===== config.mk =====
export PLATFORM = sky130hd
export DESIGN_NAME = ltl_monitor_seq_ctrl
export DESIGN_NICKNAME = d
export VERILOG_FILES = /design/src/rtl/ltl_monitor_seq_ctrl.sv
export SDC_FILE = /design/constraint.sdc
export NUM_CORES = 1
export LEC_CHECK = 0
export CAP_MARGIN = 30
export CORE_ASPECT_RATIO = 1.25
export CORE_MARGIN = 3
export CORE_UTILIZATION = 52
export DETAILED_ROUTE_END_ITERATION = 10
export PLACE_DENSITY_LB_ADDON = 0.05
export REMOVE_ABC_BUFFERS = 1
export SYNTH_ARGS = -nofsm -noshare
export SYNTH_HDL_FRONTEND = slang
export SYNTH_SLANG_ARGS = --single-unit
export TNS_END_PERCENT = 1

===== constraint.sdc =====
create_clock -name clk -period 7.7 [get_ports clk]
set_clock_uncertainty 0.2 [all_clocks]
set_input_delay 1.925 -clock clk [delete_from_list [all_inputs] [get_ports clk]]
set_output_delay 1.925 -clock clk [all_outputs]
set_load 0.01 [all_outputs]

===== src/rtl/ltl_monitor_seq_ctrl.sv =====
`timescale 1ns/1ps
// Frame sequencer for an LTL automata cluster: drives reset/run/symbols,
// captures reports two cycles after each symbol, queues them in a FWFT FIFO.
module ltl_monitor_seq_ctrl #(
    parameter int REPORT_W    = 16,
    parameter int CNT_W       = 16,
    parameter int RFIFO_DEPTH = 4,
    parameter int INIT_CYCLES = 2
) (
    input  logic                clk,
    input  logic                reset,
    input  logic                enable,
    input  logic                in_valid,
    output logic                in_ready,
    input  logic [7:0]          in_data,
    input  logic                in_last,
    output logic                auto_reset,
    output logic                auto_run,
    output logic [7:0]          auto_symbols,
    input  logic [REPORT_W-1:0] auto_report,
    output logic                rpt_valid,
    input  logic                rpt_ready,
    output logic [REPORT_W-1:0] rpt_bits,
    output logic [CNT_W-1:0]    rpt_index,
    output logic                rpt_frame_end,
    output logic                busy
);

    localparam int PTR_W = (RFIFO_DEPTH > 1) ? $clog2(RFIFO_DEPTH) : 1;
    localparam int OCC_W = $clog2(RFIFO_DEPTH + 1);
    localparam int IC_W  = (INIT_CYCLES > 1) ? $clog2(INIT_CYCLES) : 1;
    localparam logic [CNT_W-1:0] IDX_MAX = '1;
    localparam logic [PTR_W-1:0] PTR_LAST = PTR_W'(RFIFO_DEPTH - 1);
    localparam logic [IC_W-1:0]  IC_LAST  = IC_W'(INIT_CYCLES - 1);

    typedef enum logic [1:0] {
        IDLE,
        INIT,
        RUN,
        DRAIN
    } state_t;

    state_t state;
    state_t state_next;

    logic [IC_W-1:0]  init_cnt;
    logic [CNT_W-1:0] idx;

    logic             last1;
    logic [CNT_W-1:0] idx1;
    logic             v2;
    logic             last2;
    logic [CNT_W-1:0] idx2;

    logic [REPORT_W-1:0] mem_bits [RFIFO_DEPTH];
    logic [CNT_W-1:0]    mem_idx  [RFIFO_DEPTH];
    logic                mem_fe   [RFIFO_DEPTH];
    logic [PTR_W-1:0]    wr_ptr;
    logic [PTR_W-1:0]    rd_ptr;
    logic [OCC_W-1:0]    count;
    logic [OCC_W-1:0]    count_next;
    logic [1:0]          inflight_next;

    logic accept;
    logic push;
    logic pop;
    logic ready_next;

    assign accept = in_valid & in_ready;
    assign push   = v2 & ((auto_report != '0) | last2);
    assign pop    = rpt_valid & rpt_ready;

    always_comb begin
        state_next = state;
        unique case (state)
            IDLE: begin
                if (enable) state_next = INIT;
            end
            INIT: begin
                if (init_cnt == IC_LAST) state_next = RUN;
            end
            RUN: begin
                if (accept && in_last) state_next = DRAIN;
            end
            DRAIN: begin
                if (!auto_run && !v2) state_next = enable ? INIT : IDLE;
            end
            default: state_next = IDLE;
        endcase
    end

    // in_ready is registered from next-cycle occupancy, so push/pop/accept
    // of this cycle are already accounted for.
    always_comb begin
        count_next    = count + OCC_W'(push) - OCC_W'(pop);
        inflight_next = {1'b0, accept} + {1'b0, auto_run};
        ready_next    = (state_next == RUN) &&
                        ((int'(count_next) + int'(inflight_next)) < RFIFO_DEPTH);
    end

    always_ff @(posedge clk or posedge reset) begin
        if (reset) begin
            state      <= IDLE;
            init_cnt   <= '0;
            in_ready   <= 1'b0;
            auto_reset <= 1'b1;
            busy       <= 1'b0;
        end else begin
            state      <= state_next;
            init_cnt   <= (state == INIT) ? init_cnt + IC_W'(1) : '0;
            in_ready   <= ready_next;
            auto_reset <= (state_next == INIT);
            busy       <= (state_next != IDLE);
        end
    end

    always_ff @(posedge clk or posedge reset) begin
        if (reset) begin
            idx <= '0;
        end else if (state == INIT) begin
            idx <= '0;
        end else if (accept && idx != IDX_MAX) begin
            idx <= idx + CNT_W'(1);
        end
    end

    // Two-stage capture pipe: stage 1 is the run strobe itself, stage 2
    // lines up with the automata's registered report.
    always_ff @(posedge clk or posedge reset) begin
        if (reset) begin
            auto_run     <= 1'b0;
            auto_symbols <= '0;
            last1        <= 1'b0;
            idx1         <= '0;
            v2           <= 1'b0;
            last2        <= 1'b0;
            idx2         <= '0;
        end else begin
            auto_run <= accept;
            v2       <= auto_run;
            last2    <= last1;
            idx2     <= idx1;
            if (accept) begin
                auto_symbols <= in_data;
                last1        <= in_last;
                idx1         <= idx;
            end
        end
    end

    always_ff @(posedge clk or posedge reset) begin
        if (reset) begin
            wr_ptr <= '0;
            rd_ptr <= '0;
            count  <= '0;
            for (int i = 0; i < RFIFO_DEPTH; i++) begin
                mem_bits[i] <= '0;
                mem_idx[i]  <= '0;
                mem_fe[i]   <= 1'b0;
            end
        end else begin
            count <= count_next;
            if (push) begin
                mem_bits[wr_ptr] <= auto_report;
                mem_idx[wr_ptr]  <= idx2;
                mem_fe[wr_ptr]   <= last2;
                wr_ptr <= (wr_ptr == PTR_LAST) ? '0 : wr_ptr + PTR_W'(1);
            end
            if (pop) begin
                rd_ptr <= (rd_ptr == PTR_LAST) ? '0 : rd_ptr + PTR_W'(1);
            end
        end
    end

    assign rpt_valid     = (count != '0);
    assign rpt_bits      = mem_bits[rd_ptr];
    assign rpt_index     = mem_idx[rd_ptr];
    assign rpt_frame_end = mem_fe[rd_ptr];

    a_no_overflow: assert property (
        @(posedge clk) disable iff (reset)
        !(push && !pop && (int'(count) == RFIFO_DEPTH))
    );

endmodule

# Yosys cells after proc, flatten, opt, wreduce, memory -nomap -nowiden
# Cells that the tools add are included.
# totals
regBits	205
input_bits	30
out_inout_bits	46
# classes
n_addsub	8
order_cmp	4
eq_ne	8
mux	27
n_bitwise	6
n_reduce_logical	12
# op_table
cell	count
$bwmux 64	2
$mux 16	7
$bmux 16 s2	2
$demux 16 s2	1
$add 16x1->16 const B	1
$ne 16x16->1 const B	1
$reduce_bool 16->1	1
$mux 2	6
$eq 2x2->1 const B	5
$pmux 2 s4	1
$ge 3x3->1 const B	2
$not 2->3	2
$logic_and 1x1->1	5
$mux 1	5
$add 2x1->2 const B	2
$add 3x2->4	1
$bwmux 4	1
$eq 2x1->1 const B	2
$lt 4x3->1 const B	1
$reduce_bool 2->1	2
$add 3x1->3	1
$and 1x1->1	3
$lt 3x1->1 const B	1
$reduce_bool 3->1	1
8 further kinds	9

# Depth between registers and ports, before layout
# Gate-level depths: netlist of run 1.
# logic_depth
depth_word	8
depth_mapped	11

# Worst setup path after synthesis of run 1
# OpenSTA, ideal clock, no wires.
# synth_timing
path_type	input to register
start	input auto_report[5]
end	register in_ready
setup_ns	0.086
arrival_time_ns	4.034
required_time_ns	7.414
path_slack_ns	3.380
path_stages	11
cell_sequence	nor4_1 -> nand3_1 -> o21ai_0 -> ha_1 -> inv_1 -> ha_1 -> inv_1 -> fa_1 -> xnor2_1 -> xnor2_1 -> nor3_1
# synth_via
elab_chain_len	8
# synth_rtl
element	line_no	rtl
start, declared	20	input logic [REPORT_W-1:0] auto_report,
$reduce_bool 16->1	70	assign push = v2 & ((auto_report != '0) | last2);
$or 1x1->1	70	
$and 1x1->1	70	
$add 3x1->3	95	count_next = count + OCC_W'(push) - OCC_W'(pop);
$sub 3x1->3	95	
net count_next[2]	61	logic [OCC_W-1:0] count_next;
$add 3x2->4	98	((int'(count_next) + int'(inflight_next)) < RFIFO_DEPTH);
$lt 4x3->1	98	
$logic_and 1x1->1	97	ready_next = (state_next == RUN) &&
net ready_next	67	logic ready_next;
end signal, assigned	111	in_ready <= ready_next;
end, declared	14	output logic in_ready,
# The timed path passes the listed nets, and every way through them passes these cells.
# A chain may end at the register's enable or synchronous reset.

# Worst setup path in the final report of run 1
# layout_timing
start	input auto_report[9]
end	register in_ready
# The elaborated chain is that of the path after synthesis.

==> impl_metrics.ini, run 1 <==
[setup_path]
r2r-start = last2$_DFF_PP0_
path_buf_inv = 3
required_ns = 7.90
cp.arrival_ns = 5.19
critical_path.max_stage_delay_ns = 0.55
crit_family = simple AND/OR/NAND/NOR gates
ff2ff_path_depth = 11
ff2ff_setup_slack_ns = 4.46
critPathKind = input pin to register
crit-reg2reg-capture = in_ready$_DFF_PP0_
slowest_stage = o21ai_0
crit_path_end_kind = register
startpoint_type = input pin
cp_max_fo = 5
worstPathCellList = clkdlybuf4s50_1 > nor4_1 > nand3_1 > o21ai_0 > ha_1 > inv_1 > ha_1 > inv_1 > fa_1 > xnor2_1 > xnor2_1 > nor3_1

[yosys]
synth.area.mux_share_pct = 18.9
synthFlopType = dfrtp_1
synth_edf_count = 0
ys_top_cells_by_area = dfrtp_1 59%, mux2_2 10%, mux4_2 8.6%
synth_top_area_share_pct = 58.9
syn_area_mm2 = 0.00866
synth_xor_xnor_area_share_pct = 0.202
yosysTopAreaCell = dfrtp_1
synthCells = 626
synthArstFlopShare_pct = 100
synthSimpleGateAreaFrac_pct = 8.16
yosysUniqueCellTypes = 47
synthAdderAreaFrac_pct = 1.53
ys_warn_count = 0
seq_area_frac_synth_pct = 59.2
syn_avg_cell_area_um2 = 13.8
synth-compound-area-share_pct = 8.97
ys_ff_latch = 205
synth_top_family_by_area = multiplexers

[clock_tree]
ctsHoldBuffers = 0
htree_levels = 1
clk_path_buf_depth = 3
cts_tree = built
cts_buffers = 21
cts_sinks = 205
clkLatencyLatePin_ns = 0.49
clkTransAtPathRegs_ns = 0.06
postCtsSetupBuffers = 0
cts_resized = 0
root_buffer = clkbuf_16

[floorplanning]
rows = 52
core_area_mm2 = 0.0163
dieArea_mm2 = 0.0182
die_h_um = 150
die_w_um = 121
pin_count = 76
initial_core_util_pct = 53.2

[route]
drtPass1Iterations = 4
drtIter0Drc = 420
wire_per_inst_um = 19.7
vias_per_cell = 5.85
drc = 0
postRouteAntennaNets = 0
wirelength_mm = 18.2
vias = 5411

[timing]
slew_violations = 0
fmax_mhz = 200
hold_slack_ns = 0.172
rsz0062_at_grt = no
slew_headroom_pct = 48.6
worst_slew_pin_slew_ns = 0.771
post-route-period-util_pct = 64.8
min_period_ns = 4.99
setup_viol = 0
hold_viol_final = 0

[layout]
num_antenna_cells = 0
stdcell_area_mm2 = 0.0102
stdcell_count = 925
syn2layout_area_growth_pct = 18.3
n_fill_cell = 1273
nets = 735
multi_input_area_mm2 = 0.00327
regArea_mm2 = 0.00513
drive_gt1_share_pct = 23.4
fin_util_pct = 63.0

[pwr]
peakVddDrop_v = 0.000190
leakage_uw = 0.00482
power_uw = 3310
power_density_mw_per_mm2 = 323

[run_status]
status = completed

[global_route]
grt_pass1_wl_mm = 30.4
grt_max_degree = 150
antenna_found_initial = 0
grt_pass1_vias = 5715
overflow = 0
grt_util_all_layers_pct = 21.0

[hold_path]
hold_class = register to register
hold_path_depth = 0
hold_path_end = idx2[13]$_DFF_PP0_
holdCritStartpoint = idx1[13]$_DFFE_PP0P_

[placed_design]
place.gp.congestion = 0.868
placed_area_mm2 = 0.00955
dp_hpwl_mm = 11.2
place_inst = 887
portBuffers = 75

[run]
max_cap_viol_count = 0
==> cell type report <==
cell class / instances / share of cell area [%]
tap: 216 / 2.64
timing repair buffer: 86 / 8.33
clock buffer: 33 / 5.86
clock inverter: 4 / 0.684
multi-input combinational: 370 / 31.9
sequential: 205 / 50.1
inverter: 11 / 0.476
==> how the worst max path moves through the flow <==
stage	start	endpoint	slack, ns	cells past startpoint
after floorplan	reset	auto_run$_DFF_PP0_	-0.02	1
after global placement	auto_report[10]	in_ready$_DFF_PP0_	2.35	12
after detailed placement	auto_report[9]	in_ready$_DFF_PP0_	2.23	12
after CTS	auto_report[9]	in_ready$_DFF_PP0_	2.73	12
after global routing	auto_report[9]	in_ready$_DFF_PP0_	2.46	12
final	auto_report[9]	in_ready$_DFF_PP0_	2.71	12
==> sequential cells by signal, summed over array words and instances (netlist names), 2 cells and up <==
name,cells
auto_symbols,8
rd_ptr,2
count,3
mem_idx,64
idx,16
idx2,16
idx1,16
wr_ptr,2
mem_fe,4
mem_bits,64
state,2
==> synth_stat cells (2+ instances only) <==
| cell | n |
|---|---|
| a21o_1 | 2 |
| a21oi_1 | 14 |
| a22o_1 | 56 |
| a31oi_1 | 2 |
| and2_1 | 5 |
| and3_1 | 3 |
| buf_2 | 8 |
| buf_4 | 9 |
| clkbuf_1 | 19 |
| clkbuf_8 | 2 |
| dfrtp_1 | 204 |
| ha_1 | 9 |
| inv_1 | 10 |
| mux2_2 | 79 |
| mux4_2 | 33 |
| nand2_1 | 81 |
| nand2b_1 | 3 |
| nand3_1 | 7 |
| nand4_1 | 7 |
| nor2_1 | 9 |
| nor3_1 | 6 |
| nor4_1 | 5 |
| o21ai_0 | 8 |
| o21ai_2 | 4 |
| o31ai_1 | 6 |
| o41ai_1 | 4 |
| or3_1 | 4 |
| or4_1 | 7 |
| xnor2_1 | 2 |
==> per-layer routing <==
layer / GRT usage [%] / wire length [um]
met2: 35.5 / 9190
met4: 4.65 / 231
met5: 0 / 0
met3: 3.61 / 990
met1: 28.8 / 7800
==> metrics by stage <==
| stage | worst slack (ns) | setup TNS (ns) |
|---|---|---|
| after CTS | 2.73 | 0 |
| after floorplan | -0.0191 | -3.90 |
| after detailed placement | 2.23 | 0 |
| after global routing | 2.46 | 0 |
| final | 2.71 | 0 |
| after global placement | 2.35 | 0 |
==> cell usage in the layout, fill, tap and decap left out, types with 4 or more instances in the layout <==
cell type,instances
a22o_1,56
and2_1,5
buf_4,10
mux4_2,33
clkbuf_1,9
a21oi_1,14
o21ai_0,8
clkbuf_16,21
nor3_1,6
nor4_1,4
ha_1,9
nor2_1,9
or3_1,4
dfrtp_1,203
or4_1,7
mux2_2,79
o31ai_1,6
clkdlybuf4s50_1,75
nand3_1,7
nand2_1,81
inv_1,9
o41ai_1,4
nand4_1,7
o21ai_2,4
==> cell families (layout without fill, tap and decap cells) <==
kind of cell / count (synthesis) / after routing
AO/OA/AOI/OAI: 100 / 100
XOR/XNOR: 2 / 2
adder cells (fa/ha/maj): 10 / 10
buffers and inverters: 51 / 134
flip-flops: 205 / 205
multiplexers: 112 / 112
AND/OR/NAND/NOR: 146 / 146
==> power by group <==
part	switching, uW	total (uW)	internal (uW)
clock network	391	991	601
registers	135	1430	1300
logic	385	883	498
Note: power is estimated with default switching activity, not from simulation.
==> run 2: changes to the inputs <==
==> constraint.sdc (replaced) <==
create_clock -name clk -period 4.4 [get_ports clk]
set_clock_uncertainty 0.2 [all_clocks]
set_input_delay 1.1 -clock clk [delete_from_list [all_inputs] [get_ports clk]]
set_output_delay 1.1 -clock clk [all_outputs]
set_load 0.01 [all_outputs]
==> run 2 against run 1 <==
Worst hold slack lost 0.00078 ns. Cell count grew 0.97%. Count of clock-buffer cells in the layout fell by 2. Flip-flop and latch count is the same. Largest cell class unchanged. Critical path type is now register to output pin. Sequential share of layout area decreased by 0.58 points. Clock power up 82%. Register-to-register slack worse by 2.9 ns. Via count increased by 1.0%.
==> impl_metrics.ini, run 2 (synthesized netlist as in run 1, its figures left out) <==
[global_route]
grt_pass1_wl_mm = 30.7
antenna_found_initial = 0
grt_pass1_vias = 5824
grt_util_all_layers_pct = 21.2
overflow = 0
grt_max_degree = 89

[timing]
post-route-period-util_pct = 85.9
worst_slew_pin_slew_ns = 0.786
fmax_mhz = 265
min_period_ns = 3.78
slew_headroom_pct = 47.6
slew_violations = 0
hold_viol_final = 0
rsz0062_at_grt = no
setup_viol = 0

[clock_tree]
clk_path_buf_depth = 3
cts_resized = 0
htree_levels = 1
cts_buffers = 21
clkLatencyLatePin_ns = 0.49
root_buffer = clkbuf_16
ctsHoldBuffers = 0
cts_sinks = 205
cts_tree = built
postCtsSetupBuffers = 0
clkTransAtPathRegs_ns = 0.06

[layout]
fin_util_pct = 63.7
syn2layout_area_growth_pct = 19.7
nets = 744
drive_gt1_share_pct = 25.1
final_cell_mix = 203 x dfrtp_1, 81 x nand2_1, 79 x mux2_2
final_common_cell = dfrtp_1
n_fill_cell = 1211
top_regs = mem_bits: 64 flops, mem_idx: 64 flops
num_antenna_cells = 0

[floorplanning]
die_h_um = 150
dieArea_mm2 = 0.0182
die_w_um = 121
pin_count = 76
core_area_mm2 = 0.0163
initial_core_util_pct = 53.2
rows = 52

[setup_path]
startpoint_type = register
ff2ff_setup_slack_ns = 1.60
required_ns = 3.10
critPathKind = register to output pin
r2r-start = last2$_DFF_PP0_
crit-reg2reg-capture = in_ready$_DFF_PP0_
cp.arrival_ns = 2.48
ff2ff_path_depth = 12
crit_path_end_kind = output pin
cp_max_fo = 26

[run_status]
status = completed

[placed_design]
place.gp.congestion = 0.776
portBuffers = 75
dp_hpwl_mm = 11.8

[route]
drtPass1Iterations = 4
vias_per_cell = 5.85
wirelength_mm = 18.5
vias = 5467
postRouteAntennaNets = 0
drc = 0
drtIter0Drc = 354
wire_per_inst_um = 19.8

[run]
max_cap_viol_count = 0

[hold_path]
holdCritStartpoint = idx1[3]$_DFFE_PP0P_
hold_path_end = idx2[3]$_DFF_PP0_
hold_path_depth = 0
hold_class = register to register

[pwr]
power_density_mw_per_mm2 = 568
power_uw = 5890
peakVddDrop_v = 0.000363
leakage_uw = 0.00489
-- run 2: changes by cell type in the layout (fill, tap and decap cells not counted), sizes merged --
cell / previous run / this run
buf: 11 / 20
clkbuf: 33 / 31
clkinv: 2 / 3
clkinvlp: 0 / 1
-- run 2: worst max-delay path by stage --
stage	from	to	slack, ns	cells past startpoint
floorplan	reset	auto_run$_DFF_PP0_	-2.49	1
global placement	auto_report[3]	in_ready$_DFF_PP0_	0.33	13
detailed placement	auto_report[3]	in_ready$_DFF_PP0_	0.23	13
CTS	rd_ptr[0]$_DFFE_PP0P_	rpt_index[14]	0.57	3
global route	rd_ptr[0]$_DFFE_PP0P_	rpt_index[6]	0.48	3
finish	rd_ptr[0]$_DFFE_PP0P_	rpt_index[14]	0.62	3
-- run 2: cell type report --
cell class	instances	area (um^2)	area share, %
Clock buffer	31	623	6.01
Clock inverter	6	82.6	0.796
Inverter	11	48.8	0.471
Multi-Input combinational cell	370	3270	31.6
Sequential cell	205	5130	49.5
Tap cell	216	270	2.61
Timing Repair Buffer	95	938	9.05
-- run 2: power breakdown --
| group | switching, uW | internal (uW) | total (uW) |
|---|---|---|---|
| clock | 706 | 1100 | 1800 |
| combinational | 635 | 897 | 1530 |
| sequential | 286 | 2270 | 2560 |
-- run 2: worst max-delay path: stages (launching register included) --
cell and delay, ns:
dfrtp_2 0.61, buf_12 0.29, mux4_2 0.57, clkdlybuf4s50_1 0.50
-- run 2: per-stage QoR --
stage / std cells / instance area (um^2) / hold slack [ns] / setup TNS [ns] / setup slack (ns)
3_3_place_gp: 896 / 9660 / 0.160 / 0 / 0.329
2_1_floorplan: 586 / 8440 / 0.154 / -509.73 / -2.49
6_report: 934 / 10400 / 0.172 / 0 / 0.621
4_1_cts: 934 / 10400 / 0.174 / 0 / 0.572
5_1_grt: 934 / 10400 / 0.180 / 0 / 0.479
3_5_place_dp: 897 / 9660 / 0.160 / 0 / 0.228
-- run 2: metal layers --
layer / up-vias / wire length [um] / global-route usage [%]
li1: 2464 / - / -
met1: 2816 / 7960 / 29.0
met2: 161 / 9090 / 35.5
met3: 26 / 1110 / 3.76
met4: 0 / 315 / 5.10
met5: - / 0 / 0
==> run 3: changes to the inputs <==
--- a/config.mk
+++ b/config.mk
@@ -11,7 +11,9 @@
 export CORE_UTILIZATION = 52
 export DETAILED_ROUTE_END_ITERATION = 10
 export PLACE_DENSITY_LB_ADDON = 0.05
+export RECOVER_POWER = 25
 export REMOVE_ABC_BUFFERS = 1
+export SETUP_SLACK_MARGIN = 0.5
 export SYNTH_ARGS = -nofsm -noshare
 export SYNTH_HDL_FRONTEND = slang
 export SYNTH_SLANG_ARGS = --single-unit
==> run 3 against run 2 <==
The run now ends with capacitance limit, slew limit left. Largest cell class unchanged. Critical path type unchanged. Worst setup slack better by 0.048 ns. Critical path depth stayed put. First-iteration DRC count is 2.0% lower. Sequential share of layout area hardly changed.
==> impl_metrics.ini, run 3 (synthesized netlist as in run 1, its figures left out) <==
[layout]
drive_gt1_share_pct = 24.8
final_common_cell = dfrtp_1
stdcell_count = 934
n_fill_cell = 1210
top_regs = mem_bits: 64 flops, mem_idx: 64 flops
nets = 744
syn2layout_area_growth_pct = 19.7
final_cell_mix = 203 x dfrtp_1, 81 x nand2_1, 79 x mux2_2
num_antenna_cells = 0

[timing]
setup_viol = 0
slew_violations = 128
slew_headroom_pct = -27.7
hold_viol_final = 0
tns_ns = 0
min_period_ns = 3.73
post-route-period-util_pct = 84.8
rsz0062_at_grt = no
worst_slew_pin_slew_ns = 1.91
fin_ws_ns = 0.668
fmax_mhz = 268

[setup_path]
crit_end = rpt_index[0]
path_buf_inv = 2
ff2ff_setup_slack_ns = 1.60
worstPathCellList = buf_12 > mux4_2 > clkdlybuf4s50_1
r2r-start = last2$_DFF_PP0_
startpoint = rd_ptr[0]$_DFFE_PP0P_
slowest_stage = mux4_2
crit_path_end_kind = output pin
cp.depth = 3
critPathKind = register to output pin
startpoint_type = register
crit_family = buffers and inverters
cp_max_fo = 26
cp.arrival_ns = 2.43
critical_path.max_stage_delay_ns = 0.58
crit-reg2reg-capture = in_ready$_DFF_PP0_
required_ns = 3.10
ff2ff_path_depth = 12

[clock_tree]
postCtsSetupBuffers = 0
clkLatencyLatePin_ns = 0.49
cts_sinks = 205
htree_levels = 1
ctsHoldBuffers = 0
cts_buffers = 21
cts_tree = built
clkTransAtPathRegs_ns = 0.06
cts_resized = 0
root_buffer = clkbuf_16
clk_path_buf_depth = 3

[floorplanning]
pin_count = 76
die_w_um = 121
core_area_mm2 = 0.0163
rows = 52
die_h_um = 150
dieArea_mm2 = 0.0182
initial_core_util_pct = 53.2

[route]
vias_per_cell = 5.84
drtIter0Drc = 347
drc = 0
vias = 5456
wirelength_mm = 18.5
wire_per_inst_um = 19.8
drtPass1Iterations = 4
postRouteAntennaNets = 0

[placed_design]
place.gp.congestion = 0.776
portBuffers = 75
dp_hpwl_mm = 11.8
place_inst = 897
preCtsSetupSlack_ns = 0.228

[pwr]
power_density_mw_per_mm2 = 569
peakVddDrop_v = 0.000363
leakage_uw = 0.00488

[hold_path]
hold_class = register to register

[global_route]
grt_max_degree = 89
antenna_found_initial = 0
grt_pass1_wl_mm = 30.7
grt_util_all_layers_pct = 21.2
grt_pass1_vias = 5824
overflow = 0

[run_status]
violations = capacitance limit, slew limit
status = complete, but fails checks

[run]
max_cap_viol_count = 2
run 3: worst reg2reg max path: stages (launching register included):
cell and delay (ns):
dfrtp_1 0.46, nor4_1 0.24, nand3_1 0.16, o21ai_0 0.18, buf_4 0.16, ha_1 0.23
inv_1 0.06, ha_1 0.13, inv_1 0.05, fa_1 0.38, xnor2_1 0.19, xnor2_1 0.12
nor3_1 0.18
run 3: how the worst min path moves through the flow:
stage,slack (ns),startpoint,cells past startpoint,to
2_1_floorplan,0.15,idx1[0]$_DFFE_PP0P_,0,idx2[0]$_DFF_PP0_
3_3_place_gp,0.16,idx1[3]$_DFFE_PP0P_,0,idx2[3]$_DFF_PP0_
3_5_place_dp,0.16,idx1[7]$_DFFE_PP0P_,0,idx2[7]$_DFF_PP0_
4_1_cts,0.17,idx1[7]$_DFFE_PP0P_,0,idx2[7]$_DFF_PP0_
5_1_grt,0.18,idx1[3]$_DFFE_PP0P_,0,idx2[3]$_DFF_PP0_
6_report,0.17,idx1[3]$_DFFE_PP0P_,0,idx2[3]$_DFF_PP0_
run 3: cell type report:
| class | instances | area [um^2] | area share, % |
|---|---|---|---|
| multi-input combinational | 370 | 3270 | 31.6 |
| tap | 216 | 270 | 2.61 |
| inverter | 11 | 45.0 | 0.435 |
| clock inverter | 6 | 82.6 | 0.797 |
| timing repair buffer | 95 | 935 | 9.02 |
| clock buffer | 31 | 623 | 6.01 |
| sequential | 205 | 5130 | 49.5 |
run 3: stage by stage:
step	hold slack, ns	total power [uW]	utilization, %	cell area (um^2)
after global placement	0.160	4070	59.4	9660
after CTS	0.174	5960	63.7	10400
after global routing	0.180	6210	63.7	10400
after detailed placement	0.160	4140	59.4	9660
final	0.171	5890	63.7	10400
after floorplan	0.154	3450	-	8440
run 3: metal layers:
layer  vias to the layer above  share of wire [%]  track usage, %
met5                         -                  0               0
met4                         0                1.6            5.10
met3                        24                5.6            3.76
met2                       157                 49            35.5
met1                      2814                 44            29.0
li1                       2461                  -               -
run 3: power by group:
part	switching, uW	internal (uW)	leakage [uW]
clock	707	1100	0.000347
combinational	637	896	0.00176
sequential	286	2270	0.00277
